$ cat config.mk
export PLATFORM = sky130hd
export DESIGN_NAME = sync_fifo_flagged
export DESIGN_NICKNAME = d
export VERILOG_FILES = /design/src/rtl/sync_fifo_flagged.sv
export SDC_FILE = /design/constraint.sdc
export NUM_CORES = 1
export LEC_CHECK = 0
export BUFFER_PORTS_ARGS = -buffer_cell sky130_fd_sc_hd__clkbuf_2
export CORE_ASPECT_RATIO = 1.5
export CORE_MARGIN = 8
export CORE_UTILIZATION = 45
export DETAILED_ROUTE_END_ITERATION = 12
export HOLD_SLACK_MARGIN = 0.15
export SETUP_SLACK_MARGIN = 0.05
export SYNTH_ARGS = -nofsm -noshare
export SYNTH_HDL_FRONTEND = slang
export SYNTH_SLANG_ARGS = --single-unit
$ cat constraint.sdc
create_clock -name clk -period 2.6 [get_ports clk]
set_input_delay 0.65 -clock clk [delete_from_list [all_inputs] [get_ports clk]]
set_output_delay 0.65 -clock clk [all_outputs]
set_load 0.05 [all_outputs]
$ cat src/rtl/sync_fifo_flagged.sv
// Single-clock FIFO with fill count, almost-full/empty flags, sticky errors.
// Ports: clk, rst (async high), winc/wData, rinc/rData/rValid, wFull, rEmpty,
// wAlmostFull, rAlmostEmpty, count, overflow, underflow, err_clr.
// Option: define SYNC_FIFO_FWFT_EN for first-word fall-through reads.
module sync_fifo_flagged #(
  parameter int DATA_SIZE     = 12,
  parameter int ADDR_SIZE     = 4,
  parameter int AFULL_THRESH  = 12,
  parameter int AEMPTY_THRESH = 2
) (
  input  logic                 clk,
  input  logic                 rst,
  input  logic                 winc,
  input  logic [DATA_SIZE-1:0] wData,
  input  logic                 rinc,
  output logic [DATA_SIZE-1:0] rData,
  output logic                 rValid,
  output logic                 wFull,
  output logic                 rEmpty,
  output logic                 wAlmostFull,
  output logic                 rAlmostEmpty,
  output logic [ADDR_SIZE:0]   count,
  output logic                 overflow,
  output logic                 underflow,
  input  logic                 err_clr
);

  localparam int DEPTH = 1 << ADDR_SIZE;
  localparam logic [ADDR_SIZE:0] DEPTH_C = DEPTH[ADDR_SIZE:0];
  localparam logic [ADDR_SIZE:0] AF_C    = AFULL_THRESH[ADDR_SIZE:0];
  localparam logic [ADDR_SIZE:0] AE_C    = AEMPTY_THRESH[ADDR_SIZE:0];
  localparam logic [ADDR_SIZE:0] ONE_C   = {{ADDR_SIZE{1'b0}}, 1'b1};

  logic [DATA_SIZE-1:0] mem_q [DEPTH];

  logic [ADDR_SIZE:0] wbin_q, wbin_d;
  logic [ADDR_SIZE:0] rbin_q, rbin_d;
  logic [ADDR_SIZE:0] count_q, count_d;
  logic               ovf_q, ovf_d;
  logic               udf_q, udf_d;
  logic               wr_ok, rd_ok;
  logic [ADDR_SIZE-1:0] waddr, raddr;

  assign waddr = wbin_q[ADDR_SIZE-1:0];
  assign raddr = rbin_q[ADDR_SIZE-1:0];

  assign wFull        = (count_q == DEPTH_C);
  assign rEmpty       = (count_q == '0);
  assign wAlmostFull  = (count_q >= AF_C);
  assign rAlmostEmpty = (count_q <= AE_C);
  assign count        = count_q;
  assign overflow     = ovf_q;
  assign underflow    = udf_q;

  // Acceptance uses registered flags only, so a write into an empty
  // FIFO never bypasses to the read side in the same cycle.
  assign wr_ok = winc & ~wFull;
  assign rd_ok = rinc & ~rEmpty;

  always_comb begin
    wbin_d  = wbin_q;
    rbin_d  = rbin_q;
    count_d = count_q;
    if (wr_ok) wbin_d = wbin_q + ONE_C;
    if (rd_ok) rbin_d = rbin_q + ONE_C;
    unique case ({wr_ok, rd_ok})
      2'b10:   count_d = count_q + ONE_C;
      2'b01:   count_d = count_q - ONE_C;
      default: count_d = count_q;
    endcase
  end

  // A new error event wins over a same-cycle clear.
  always_comb begin
    ovf_d = ovf_q;
    udf_d = udf_q;
    if (err_clr) begin
      ovf_d = 1'b0;
      udf_d = 1'b0;
    end
    if (winc & wFull)  ovf_d = 1'b1;
    if (rinc & rEmpty) udf_d = 1'b1;
  end

  always_ff @(posedge clk or posedge rst) begin
    if (rst) begin
      wbin_q  <= '0;
      rbin_q  <= '0;
      count_q <= '0;
      ovf_q   <= 1'b0;
      udf_q   <= 1'b0;
    end else begin
      wbin_q  <= wbin_d;
      rbin_q  <= rbin_d;
      count_q <= count_d;
      ovf_q   <= ovf_d;
      udf_q   <= udf_d;
    end
  end

  // Storage is deliberately left out of reset.
  always_ff @(posedge clk) begin
    if (wr_ok) mem_q[waddr] <= wData;
  end

`ifdef SYNC_FIFO_FWFT_EN
  assign rData  = mem_q[raddr];
  assign rValid = ~rEmpty;
`else
  logic [DATA_SIZE-1:0] rdata_q, rdata_d;
  logic                 rvalid_q, rvalid_d;

  always_comb begin
    rdata_d  = rdata_q;
    rvalid_d = rd_ok;
    if (rd_ok) rdata_d = mem_q[raddr];
  end

  always_ff @(posedge clk or posedge rst) begin
    if (rst) begin
      rdata_q  <= '0;
      rvalid_q <= 1'b0;
    end else begin
      rdata_q  <= rdata_d;
      rvalid_q <= rvalid_d;
    end
  end

  assign rData  = rdata_q;
  assign rValid = rvalid_q;
`endif

endmodule

Word level (Yosys, flattened, before mapping) --
Memories as Yosys holds them, arrays and structs flattened. A register that Yosys moved wholly into a read port is not among the register bits. Index checks and enable logic that the tools add are counted.
Storage, ports and cells: flip-flop bits (word level) 18, bits in writable memories 192, input bits 17, output and inout port bits 24, logic and storage cells 32, memories 1
Cells by class: add/subtract/negate cells 4, magnitude comparators 2, equality and inequality tests 3, mux-type cells 6, bitwise gates (word level) 6, reductions and logical operators 4
Memories:
- mem_q | depth 16, bits a word 12, rd ports 1, clocked after Yosys merged registers in 1, write ports 1, RTL line 34 | logic [DATA_SIZE-1:0] mem_q [DEPTH];
Operator list (count):
- 5-bit by 1-bit adder with 5-bit output, second input constant | 3
- 5-bit case mux with 2 select lines | 1
- 2-bit nonzero test | 3
- 5-bit equality test, second input constant | 1
- 5-bit by 4-bit >= comparator with 1-bit output, second input constant | 1
- 5-bit by 2-bit <= comparator with 1-bit output, second input constant | 1
- 5-bit zero test | 1
- 1-bit two-way mux | 5
- 5-bit by 1-bit subtractor with 5-bit output, second input constant | 1
- 1-bit bitwise AND | 4
- 2-bit by 1-bit equality test with 1-bit output, second input constant | 1
- 2-bit equality test, second input constant | 1
- 1-bit inverter | 2

Longest topological paths before layout --
depth in word-level cells 5, depth in mapped cells 12, depth with buffers taken out 10

Least setup slack after synthesis --
No wires, ideal clock.
path type register to register, from register count_q[2] (netlist: count[2]), to register count_q[4] (netlist: count[4]), library setup time 0.148 ns, arrival 2.912 ns, path slack -0.460 ns, cell stages (with the launch flop) 13, buffers on the path 2, path through dfrtp_1 -> buf_6 -> or3_4 -> o31ai_4 -> inv_4 -> ha_1 -> clkbuf_1 -> xor2_1 -> ha_1 -> o211a_1 -> o31ai_1 -> a31oi_1 -> xor2_1
Between the ends: cells in the longest elaborated chain, start to end 5
RTL lines:
- start, declared | RTL line 38 | logic [ADDR_SIZE:0] count_q, count_d;
- start signal, assigned | RTL line 95 | count_q <= count_d;
- 5-bit zero test * | RTL line 48 | assign rEmpty = (count_q == '0);
- 1-bit inverter * | RTL line 58 | assign rd_ok = rinc & ~rEmpty;
- 1-bit bitwise AND * | RTL line 58
- via rd_ok | RTL line 41 | logic wr_ok, rd_ok;
- 2-bit by 1-bit equality test with 1-bit output or 2-bit equality test (tied branches) | RTL line 66 | unique case ({wr_ok, rd_ok})
- 5-bit case mux with 2 select lines or 2-bit nonzero test (tied branches)
The timed path passes the listed nets; every way through them passes the cells marked *. A chain may end at the register's enable or synchronous reset.

Worst setup path in the final report --
from register count_q[3] (netlist: count[3]), to register count_q[4] (netlist: count[4])
Same word-level chain as after synthesis.

==> reports/results.txt <==
Routed len/inst - 21.9 um
Critical path arrival - 2.85 ns
GRT Total Usage - 14.8%
TritonCTS clock tree - done
Worst-path maximum fanout - 9
Worst-path clk slew - 0.06 ns
Sequential power share - 42.7%
DRT iter0 DRCs - 270
GR Overflow Total - 0
Number of port buffers - 40
Pre-Repair DR Iteration Count - 6
Final WL - 17,000 um
Cell Area, Synth - 8740 um2
Sw Share - 33.2%
Gate Count Post-Synth - 432
Ant. Diodes - 0
DP Wirelength - 11,400 um
GPL Wtd Cong - 0.815
Via Count - 4,251
Clock share of power - 24.2%
Fin area - 10,100 um2
Crit Path Class - reg -> reg
Pwr Density - 1090 nW/um2
Die Area - 24,200 um2
Tmin final - 2.49 ns
Most common cell after layout, fill and taps aside - edfxtp_1
Total power - 11.0 mW
Dpl cell area - 9490 um2
Combinational power share - 33.1%
Ratio of cells with drive above 1 in the final layout - 34.4%
Post-Route Utilization - 52.9%
YS warnings - 0
CTS Sinks - 220
Sequential area share after synthesis - 74.0%
Core ar. - 19,100 um2
Slew @ Worst Pin - 0.730 ns
MaxCap Viol Count - 0
# nets final - 535
CTS root buf - clkbuf_16
Lkg Pwr - 3.50 nW
H-tree lvl count - 1
Slew Viols, Final - 0
CP startpoint kind - flip-flop
Area Overhead vs Synth - 15.4%
Critical path's slowest cell - or3_4
Chip width - 130 um
# rows - 62
Setup bufs post-CTS - 0
Syn_nets - 458
Initial antenna violation count - 0
CP cell instances - or3_4 -> o31ai_4 -> inv_4 -> ha_4 -> xor2_1 -> ha_2 -> o211a_1 -> o31ai_2 -> a31oi_1 -> xor2_1
Num ports - 41
Most frequent CP cell - xor2_1
Critical Path RT - 2.96 ns
Die Y - 187 um
RSZ-0062 raised after global routing - no
Clk_lat worst skew - 0.48 ns
Outcome - completed
Vias per cell - 5.47
Initial Util - 45.8%
Fill count - 1,538
Final setup vio count - 0
Largest net degree at the start of global routing - 50
Critical path's largest stage delay - 0.42 ns
Hold Fails Final Rpt - 0
Most frequent cells in the layout - edfxtp_1, mux4_2, clkbuf_2, buf_4, nand2_1
Critical Path End Type - flip-flop
Count of cell types in the netlist - 40
Clock tree buffer depth - 3
Fin crit share - 95.6%
Vias in the first global route - 4,675
F_max - 0.402 GHz
Drc violations - 0
Slew HR - 51.3%
Internal Power - 7.35 mW
Syn Area/Cell - 20.2 um2
Antenna Nets Post-Route - 0
Setup TNS - 0 ns
Class of the worst hold path - in -> async
Max IR drop VDD - 0.000367 V
#FFs+latches synth - 220
Sw Pwr - 3.65 mW
Clk_skew - 0.0115 ns
CTS Buf Count - 21
First-pass GRT wire length - 27,100 um
## registers in the layout, summed over array words and instances (netlist names)
register	cells
rValid	1
underflow	1
rData	12
overflow	1
wbin_q	4
count	5
mem_q	192
rbin_q	4
## path summary, 6_finish.rpt
kind                                           start                    to  slack [ns]  depth (start not counted)
max in group asynchronous                        rst  rData[4]$_DFFE_PP0P_        1.69                          3
worst max register to register  count[3]$_DFFE_PP0P_  count[4]$_DFFE_PP0P_        0.11                         10
worst min-delay path                             rst  rData[2]$_DFFE_PP0P_        0.26                          2
worst min register to register  rData[5]$_DFFE_PP0P_  rData[5]$_DFFE_PP0P_        0.49                          2
worst max-delay path            count[3]$_DFFE_PP0P_  count[4]$_DFFE_PP0P_        0.11                         10
min in group clk                                winc  overflow$_DFFE_PP0P_        0.43                          3
## layer usage
| layer | share of wire, % | track usage [%] | wire length [um] |
|---|---|---|---|
| met2 | 52 | 25.5 | 8930 |
| met1 | 41 | 18.6 | 7010 |
| met4 | 2.1 | 4.49 | 349 |
| met3 | 4.3 | 2.23 | 728 |
| met5 | 0 | 0 | 0 |
## Yosys cell counts
cell type / count / area (um2)
xnor2_1: 6 / 52.6
mux2i_1: 24 / 240
a21o_1: 2 / 15.0
buf_6: 1 / 11.3
o221ai_1: 3 / 26.3
buf_2: 12 / 60.1
or3_4: 1 / 11.3
xor2_1: 4 / 35.0
nand2_4: 1 / 11.3
nand3_1: 1 / 5.00
inv_4: 1 / 6.26
ha_1: 9 / 113
o21ai_0: 4 / 20.0
mux4_2: 48 / 1080
inv_1: 8 / 30.0
a21oi_1: 4 / 20.0
nor3_1: 5 / 25.0
a22o_1: 1 / 8.76
clkbuf_1: 4 / 15.0
nand2b_4: 1 / 13.8
buf_1: 4 / 15.0
o221ai_2: 9 / 135
nor2b_1: 1 / 6.26
nand2_1: 25 / 93.8
o31ai_1: 1 / 7.51
a311oi_1: 1 / 8.76
mux2_2: 1 / 11.3
nand2b_1: 3 / 18.8
a31oi_2: 1 / 12.5
dfrtp_1: 28 / 701
nor3b_1: 1 / 7.51
o31ai_4: 1 / 21.3
nor2_1: 16 / 60.1
o211a_1: 1 / 10.0
buf_8: 2 / 30.0
and3b_1: 1 / 8.76
edfxtp_1: 192 / 5770
a31oi_1: 1 / 6.26
nand4_1: 2 / 12.5
o2bb2ai_1: 1 / 8.76
## power by group through the flow
stage	registers (mW)	logic, mW	clock network, mW
2_1_floorplan	5.08	2.31	0
3_3_place_gp	4.74	3.65	0
3_5_place_dp	4.78	3.71	0
4_1_cts	4.71	3.71	2.73
5_1_grt	4.76	3.94	2.85
6_report	4.70	3.64	2.66
## worst max-delay path, delay by kind of cell (launching register included)
| kind | cells | cell delay, ns |
|---|---|---|
| xor+xnor | 2 | 0.30 |
| compound gates | 4 | 0.78 |
| flops | 1 | 0.40 |
| buf+inv | 1 | 0.06 |
| simple gates | 1 | 0.42 |
| fa+ha+maj | 2 | 0.40 |
## timing repair
item                       4_1_cts  5_1_grt
setup endpoints to repair        1        2
gates cloned                     0        0
hold buffers                     0        0
hold endpoints to repair         0        0
gates resized for setup          1        3
pin swaps                        0        1
## stage by stage
stage                     hold slack [ns]  setup WS, ns  std cells
after floorplan                     0.543        -0.295        432
after global placement              0.485         0.177        742
after detailed placement            0.485         0.109        742
after CTS                           0.267        0.0666        777
after global routing                0.320        0.0566        777
final                               0.256         0.114        777
## cell families (layout without fill, tap and decap cells)
kind of cell / count (synthesis) / after routing / synth area share [%]
multiplexers: 73 / 73 / 15.2
AND/OR/NAND/NOR: 58 / 58 / 3.13
buffers and inverters: 32 / 121 / 1.92
adder cells (fa/ha/maj): 9 / 9 / 1.29
XOR/XNOR: 10 / 10 / 1.00
flip-flops: 220 / 220 / 74.0
AO/OA/AOI/OAI: 30 / 30 / 3.44
## cell type report
| cell class | count | area [um2] | share of cell area, % |
|---|---|---|---|
| Sequential cell | 220 | 6470 | 64.2 |
| Tap cell | 256 | 320 | 3.17 |
| Clock buffer | 25 | 541 | 5.36 |
| Timing Repair Buffer | 77 | 518 | 5.13 |
| Inverter | 9 | 36.3 | 0.360 |
| Clock inverter | 10 | 47.5 | 0.471 |
| Multi-Input combinational cell | 180 | 2150 | 21.3 |
Power figures use the tool's default switching activity.
